**src/rtl/grayscale_histogram_ise.sv**
```systemverilog
// grayscale_histogram_ise
//   Multi-cycle custom instruction that accumulates a 16-bin luminance
//   histogram from packed 8-bit grayscale words (four pixels per word).
//   Software clears the histogram and reads bins / the pixel total back
//   through the same instruction port.
//
// Ports
//   clock   : system clock, rising edge
//   nReset  : asynchronous active-low reset
//   start   : one-cycle issue strobe from the CPU
//   valueA  : four grayscale bytes for ACCUM (byte 0 = [7:0])
//   valueB  : [1:0] opcode, [5:2] bin index for READBIN
//   iseId   : instruction ID on the shared bus
//   done    : registered one-cycle completion pulse
//   result  : instruction result, zero whenever done is low
//
// state | meaning
// IDLE  | waiting for an issue
// ACC   | incrementing bins/total for byte byte_idx of the latched word
// OP    | single-cycle CLEAR / READBIN / READTOTAL execution
// FIN   | done + result presented; also accepts the next issue
module grayscale_histogram_ise #(
  parameter logic [7:0] customInstructionId = 8'd0
) (
  input  logic        clock,
  input  logic        nReset,
  input  logic        start,
  input  logic [31:0] valueA,
  input  logic [31:0] valueB,
  input  logic [7:0]  iseId,
  output logic        done,
  output logic [31:0] result
);

  typedef enum logic [1:0] {IDLE, ACC, OP, FIN} state_t;

  localparam logic [1:0] OP_ACCUM     = 2'd0;
  localparam logic [1:0] OP_CLEAR     = 2'd1;
  localparam logic [1:0] OP_READBIN   = 2'd2;
  localparam logic [1:0] OP_READTOTAL = 2'd3;

  state_t      state_q, state_d;
  logic [1:0]  byte_idx_q, byte_idx_d;
  logic [31:0] value_a_q, value_a_d;
  logic [1:0]  opcode_q, opcode_d;
  logic [31:0] res_q, res_d;
  logic        done_q, done_d;
  logic [15:0] bin_q [16];
  logic [15:0] bin_d [16];
  logic [31:0] total_q, total_d;

  logic        issue;
  logic [7:0]  pix;
  logic [3:0]  bin_idx;
  logic        unused_value_b;

  assign unused_value_b = ^valueB[31:6];

  // FIN behaves like IDLE for issue sampling so back-to-back instructions
  // are accepted at the edge that ends the FIN cycle.
  assign issue = start && (iseId == customInstructionId) &&
                 ((state_q == IDLE) || (state_q == FIN));

  always_comb begin
    state_d    = state_q;
    byte_idx_d = byte_idx_q;
    value_a_d  = value_a_q;
    opcode_d   = opcode_q;
    res_d      = res_q;
    done_d     = 1'b0;
    bin_d      = bin_q;
    total_d    = total_q;
    pix        = value_a_q[{byte_idx_q, 3'b000} +: 8];
    bin_idx    = pix[7:4];

    case (state_q)
      IDLE, FIN: begin
        state_d = IDLE;
        if (issue) begin
          value_a_d  = valueA;
          opcode_d   = valueB[1:0];
          byte_idx_d = 2'd0;
          // Reads capture the counters as they stand at the issue edge.
          case (valueB[1:0])
            OP_READBIN:   res_d = {16'd0, bin_q[valueB[5:2]]};
            OP_READTOTAL: res_d = total_q;
            default:      res_d = 32'd0;
          endcase
          state_d = (valueB[1:0] == OP_ACCUM) ? ACC : OP;
        end
      end
      ACC: begin
        if (bin_q[bin_idx] != 16'hFFFF) begin
          bin_d[bin_idx] = bin_q[bin_idx] + 16'd1;
        end
        total_d = total_q + 32'd1;
        if (byte_idx_q == 2'd3) begin
          state_d = FIN;
          done_d  = 1'b1;
        end else begin
          byte_idx_d = byte_idx_q + 2'd1;
        end
      end
      OP: begin
        if (opcode_q == OP_CLEAR) begin
          for (int i = 0; i < 16; i++) bin_d[i] = 16'd0;
          total_d = 32'd0;
        end
        state_d = FIN;
        done_d  = 1'b1;
      end
      default: state_d = IDLE;
    endcase
  end

  always_ff @(posedge clock or negedge nReset) begin
    if (!nReset) begin
      state_q    <= IDLE;
      byte_idx_q <= 2'd0;
      value_a_q  <= 32'd0;
      opcode_q   <= 2'd0;
      res_q      <= 32'd0;
      done_q     <= 1'b0;
      total_q    <= 32'd0;
      for (int i = 0; i < 16; i++) bin_q[i] <= 16'd0;
    end else begin
      state_q    <= state_d;
      byte_idx_q <= byte_idx_d;
      value_a_q  <= value_a_d;
      opcode_q   <= opcode_d;
      res_q      <= res_d;
      done_q     <= done_d;
      total_q    <= total_d;
      bin_q      <= bin_d;
    end
  end

  assign done   = done_q;
  assign result = done_q ? res_q : 32'd0;

endmodule

```
**config.mk**
```make
export PLATFORM = sky130hd
export DESIGN_NAME = grayscale_histogram_ise
export DESIGN_NICKNAME = d
export VERILOG_FILES = /design/src/rtl/grayscale_histogram_ise.sv
export SDC_FILE = /design/constraint.sdc
export NUM_CORES = 1
export LEC_CHECK = 0
export CAP_MARGIN = 40
export CORE_ASPECT_RATIO = 1.75
export CORE_MARGIN = 4
export CORE_UTILIZATION = 55
export CTS_CLUSTER_DIAMETER = 120
export CTS_CLUSTER_SIZE = 30
export DETAILED_ROUTE_END_ITERATION = 8
export GPL_TIMING_DRIVEN = 1
export PLACE_DENSITY_LB_ADDON = 0.1
export SKIP_LAST_GASP = 1
export SYNTH_ARGS = -nofsm -noshare
export SYNTH_HDL_FRONTEND = slang
export SYNTH_SLANG_ARGS = --single-unit
```
**constraint.sdc**
```tcl
create_clock -name clock -period 4 [get_ports clock]
set_clock_uncertainty 0.05 [all_clocks]
set_input_delay 0.8 -clock clock [delete_from_list [all_inputs] [get_ports clock]]
set_output_delay 0.8 -clock clock [all_outputs]
set_load 0.01 [all_outputs]
```
Word-level counts from Yosys, hierarchy flattened
Index checks and enable logic that the tools add are counted.

Add/sub/neg operators: 3. Equal/unequal tests: 13. Muxes and demuxes: 25. Shift operators: 1. Bitwise operators: 2. Order comparisons: 3. Reduce and logical (&&, ||, !) cells: 14.

Operator list (number): 256-bit 2-to-1 mux (2); 256-bit case mux with 2 select lines (1); 256-bit bitwise mux (1); 16-bit binary-select mux with 4-bit select (2); 32-bit case mux with 2 select lines (2); 16-bit 2-to-1 mux (5); 16-bit demux with 4-bit select (1); 32-bit 2-to-1 mux (2); 32-bit by 1-bit adder with 32-bit output, second input constant (1); 32-bit by 6-bit variable part select with 8-bit output (1); 16-bit by 1-bit adder with 16-bit output, second input constant (1); 16-bit != test, second input constant (1); 2-bit == test, second input constant (5); 5-bit greater-or-equal comparator, second input constant (2); 2-bit 2-to-1 mux (5); 2-bit != test, second input constant (5); 4-bit NOT with 5-bit output (2); 8-bit zero test (1); 2-bit case mux with 3 select lines (1); 3-bit AND reduction (2); 5-bit by 1-bit < comparator with 1-bit output, second input constant (1); 2-bit by 1-bit == test with 1-bit output, second input constant (2); 2-bit zero test (2); 2-bit case mux with 2 select lines (1); other kinds (8) (12).

Logic and storage cells: 84. Bits of input ports: 75. Output and inout port bits: 33. Register bits after elaboration: 359.

Depth between registers and ports, before layout
Depth in word-level cells: 9. Gate-level depth with buffers: 21. Mapped depth without buffers: 12.

Worst setup path after synthesis
Ideal clock, no wire load.

Path type: reg2reg. Start: register byte_idx_q[0]. End: register bin_q[117] (netlist name). Setup slack: -0.186 ns. Data required time: 3.829 ns. Cell stages (with the launch flop): 21. Buffers on the path: 9. Period minus slack after synthesis: 4.186 ns. Arrival: 4.015 ns. Setup time: 0.121 ns. Cells stage by stage: dfrtp_1 buf_6 mux4_2 buf_6 buf_8 buf_6 buf_6 buf_6 mux2i_1 o22ai_1 o31a_1 ha_1 inv_1 a211oi_2 o2111ai_1 or4b_1 buf_4 and3_1 buf_6 buf_6 a22o_1.

Longest elaborated chain between the ends: 9. Elaborated cells between the ends (all ways): 17. Classes of those cells: 1 x add/sub; 2 x order compare; 2 x eq/ne; 1 x shift; 8 x mux; 1 x bitwise; 2 x reduce/logical.

RTL lines: start, declared (RTL line 43) `logic [1:0] byte_idx_q, byte_idx_d;`; start signal, assigned (RTL line 128) `byte_idx_q <= byte_idx_d;`; 32-bit by 6-bit variable part select with 8-bit output * (RTL line 73) `pix = value_a_q[{byte_idx_q, 3'b000} +: 8];`; 4-bit NOT with 5-bit output (implied by the code) * (RTL line 93, 94); 16-bit binary-select mux with 4-bit select, or another cell as far along (RTL line 93, 94); 16-bit 2-to-1 mux (implied by the code) / 1-bit logical AND (equally long branches) (RTL line 93, 94); 16-bit 2-to-1 mux, on equally long branches (RTL line 93, 94); 16-bit by 1-bit adder with 16-bit output / 16-bit demux with 4-bit select (equally long branches) (RTL line 94) `bin_d[bin_idx] = bin_q[bin_idx] + 16'd1;`; 256-bit bitwise mux (RTL line 94); 256-bit 2-to-1 mux (RTL line 93) `if (bin_q[bin_idx] != 16'hFFFF) begin`; 256-bit case mux with 2 select lines (RTL line 76) `case (state_q)`; end signal, assigned (RTL line 134) `bin_q <= bin_d;`; end, declared (RTL line 48) `logic [15:0] bin_q [16];`.

Every way passes the cells marked *; elsewhere a longest branch is shown, timed or not. The select of a mux whose other input is x is not followed. A chain may end at the register's enable or synchronous reset.

Worst setup path in the final report
Start: register byte_idx_q[0]. End: register bin_q[220] (netlist name).

The elaborated chain is that of the path after synthesis.

==> impl_metrics.toml <==
[setup_path]
reg2reg_from = "byte_idx_q[0]"
reg2reg_to = "bin_q[220]"
worstSetupPathType = "flop to flop"
setup.worst_path.end_class = "flop"
r2r_cells = 17
cp_data_required_time_ns = 4.40
critical_path.max_fanout = 8
cp-endpoint = "bin_q[220]"
worst-r2r-setup-slack_ns = -0.06
crit_start = "byte_idx_q[0]"
start_kind = "flop"
cp.arrival_ns = 4.46

[sta]
final-max-slew-violation-count = 0
holdWs_ns = 0.214
finalSetupTns_ns = -2.03
relSlewSlack_pct = 42.9
period_share_pct = 101
hold_viol = 0
rsz0062_at_grt = "yes"
fin_crit_ns = 4.06
clock.fmax_ghz = 0.246
finalWorstSetupSlack_ns = -0.0593
finalSetupViolCount = 124
worst_pin_slew_ns = 0.857

[finish]
layout_common_cells = "337 x dfrtp_1, 178 x nand2_1, 163 x o2bb2ai_1"
fin_cells = 2168
area_growth_pct = 17.7
regArea_sq_um = 8590
antenna_cells = 0
nFillCells = 2536
drive_gt1_share_pct = 22.3
mostFrequentLayoutCell = "dfrtp_1"
multi_input_area_sq_um = 9590
utilization_pct = 65.9
final_nets = 1799

[global_route]
grt_first_pass_wirelength_um = 90700
grtUsageTotal_pct = 32.0
grt_pass1_vias = 15000
grt_max_degree = 105
antenna_found_initial = 1
overflow = 0

[power_and_ir_drop]
power.switching_uw = 3000
power_density_nw_per_um2 = 386
comb_power_share_pct = 34.0
power.share.sequential_pct = 44.3
peakVddDrop_mv = 0.459
clkPwrFrac_pct = 21.7
power_leakage_uw = 0.00869
internal-power_uw = 5440
power_uw = 8440
swShare_pct = 35.6

[cts]
cts_buffers = 15
cts_root_buf = "clkbuf_16"
clock_latency_ns = 0.54
cts.sinks = 343
clk_pin_slew_ns = 0.12
cts_hold_buf = 0
tritoncts = "built"
htree_levels = 1
clk_path_buf_depth = 3

[place]
port_buffers = 65
dp.cells = 2122
place_congestion = 0.954
dpl.hpwl_um = 41800

[detailed_routing]
num_vias = 14600
wl_met3_um = 3590
dr_wl_met2_um = 30200
post_drt_wl_per_cell_um = 27.3
routed_wl_um = 59200
vias_per_cell = 6.73
drt-met1-wl_um = 20900
route.detailed.drc = 0
ant_nets = 0
routed.top_layer = "met5"
drt_iter0_markers = 1297
first_pass_iters = 5

[flow_run]
maxCapViolations = 0

[floorplan]
start_util_pct = 56.0
die_y_um = 251
dieArea_sq_um = 36900
core_area_sq_um = 33100
fp-row-count = 88
pin_count = 108
dieWidth_um = 147

[hold_path]
min_path_type = "input pin to asynchronous set/reset pin"

[synthesis]
mappedNetlistNets = 1660
synth_area_sq_um = 18600
async_reset_ff_share_pct = 100
synth_edf_count = 0
ys.flop_type = "dfrtp_1"
avgSynthCellArea_sq_um = 11.8
ys.warnings.count = 0
synth.distinct_cells = 63
ys_seq_area_share_pct = 46.2
synth-seq-cells = 343
synthCells = 1580

[status]
status = "finished with violations"
violations = "setup timing"
[worst min-delay path by stage]
| stage | start | end | depth (start not counted) |
|---|---|---|---|
| floorplan | value_a_q[20] | value_a_q[20] | 2 |
| global placement | res_q[21] | res_q[21] | 2 |
| detailed placement | value_a_q[22] | value_a_q[22] | 2 |
| CTS | nReset | value_a_q[4] | 1 |
| global route | nReset | value_a_q[4] | 1 |
| finish | nReset | value_a_q[4] | 1 |
[power groups by stage]
stage	Clock [uW]	Combinational, uW	Sequential, uW
2_1_floorplan	0	1490	3730
3_3_place_gp	0	2540	3780
3_5_place_dp	0	2570	3780
4_1_cts	1870	2750	3730
5_1_grt	1970	2990	3750
6_report	1830	2870	3730
[metrics by stage]
step	cell area (sq um)	setup slack, ns
2_1_floorplan	18700	-0.172
3_3_place_gp	20800	-0.273
3_5_place_dp	20800	-0.363
4_1_cts	21600	-0.0165
5_1_grt	21900	-0.139
6_report	21900	-0.0593
[registers in the layout, summed over array words and instances, names as in the netlist]
| signal | cells |
|---|---|
| done | 1 |
| state_q | 2 |
| total_q | 32 |
| bin_q | 256 |
| value_a_q | 16 |
| byte_idx_q | 2 |
| opcode_q | 2 |
| res_q | 32 |
[synth_stat cells, drive strengths merged, types with 31 or more instances]
master	count	area (sq um)
buf	76	564
dfrtp	343	8580
o2bb2ai	172	1510
o21ai	62	310
nor2	79	297
clkbuf	49	184
mux4	96	2160
nand2	191	717
a22o	77	674
mux2i	147	1470
nand3	33	175
o22ai	31	200
and2	37	231
[logic make-up (layout without fill, tap and decap cells)]
group / Yosys count / count (layout) / share of synthesized area (%)
adder cells (fa/ha/maj): 5 / 5 / 0.337
AO/OA/AOI/OAI: 404 / 404 / 17.6
AND/OR/NAND/NOR: 423 / 423 / 10.6
flip-flops: 343 / 343 / 46.2
multiplexers: 250 / 251 / 20.0
XOR/XNOR: 23 / 23 / 1.09
buffers and inverters: 132 / 269 / 4.17
[area by class of cell]
class | instances | area share, %
Timing Repair Buffer | 246 | 12.3
Inverter | 7 | 0.120
Multi-Input combinational cell | 1106 | 43.9
Clock inverter | 1 | 0.0916
Sequential cell | 343 | 39.3
Clock buffer | 15 | 1.72
Tap cell | 450 | 2.58
[critical path: stages (launching register included)]
cell	delay, ns
dfrtp_2	0.42
mux4_4	0.66
buf_12	0.19
buf_4	0.14
mux2_4	0.19
o22ai_2	0.08
o21ai_1	0.13
o31a_1	0.16
buf_6	0.13
ha_4	0.14
inv_2	0.04
a211oi_4	0.19
o2111ai_2	0.16
or4b_4	0.60
buf_12	0.19
o211ai_4	0.15
buf_12	0.21
o2bb2ai_1	0.12
[metal layers]
metal / up-vias / track usage (%)
li1: 6276 / -
met2: 627 / 55.0
met1: 7492 / 37.8
met4: 2 / 20.2
met5: - / 0
met3: 192 / 4.31
[what timing repair did]
action,4_1_cts,5_1_grt
gates cloned,4,1
endpoints found under the setup margin,256,256
setup buffers,17,8
resized for setup,34,42
pin swaps,9,10
(Power assumes the default switching activity.)
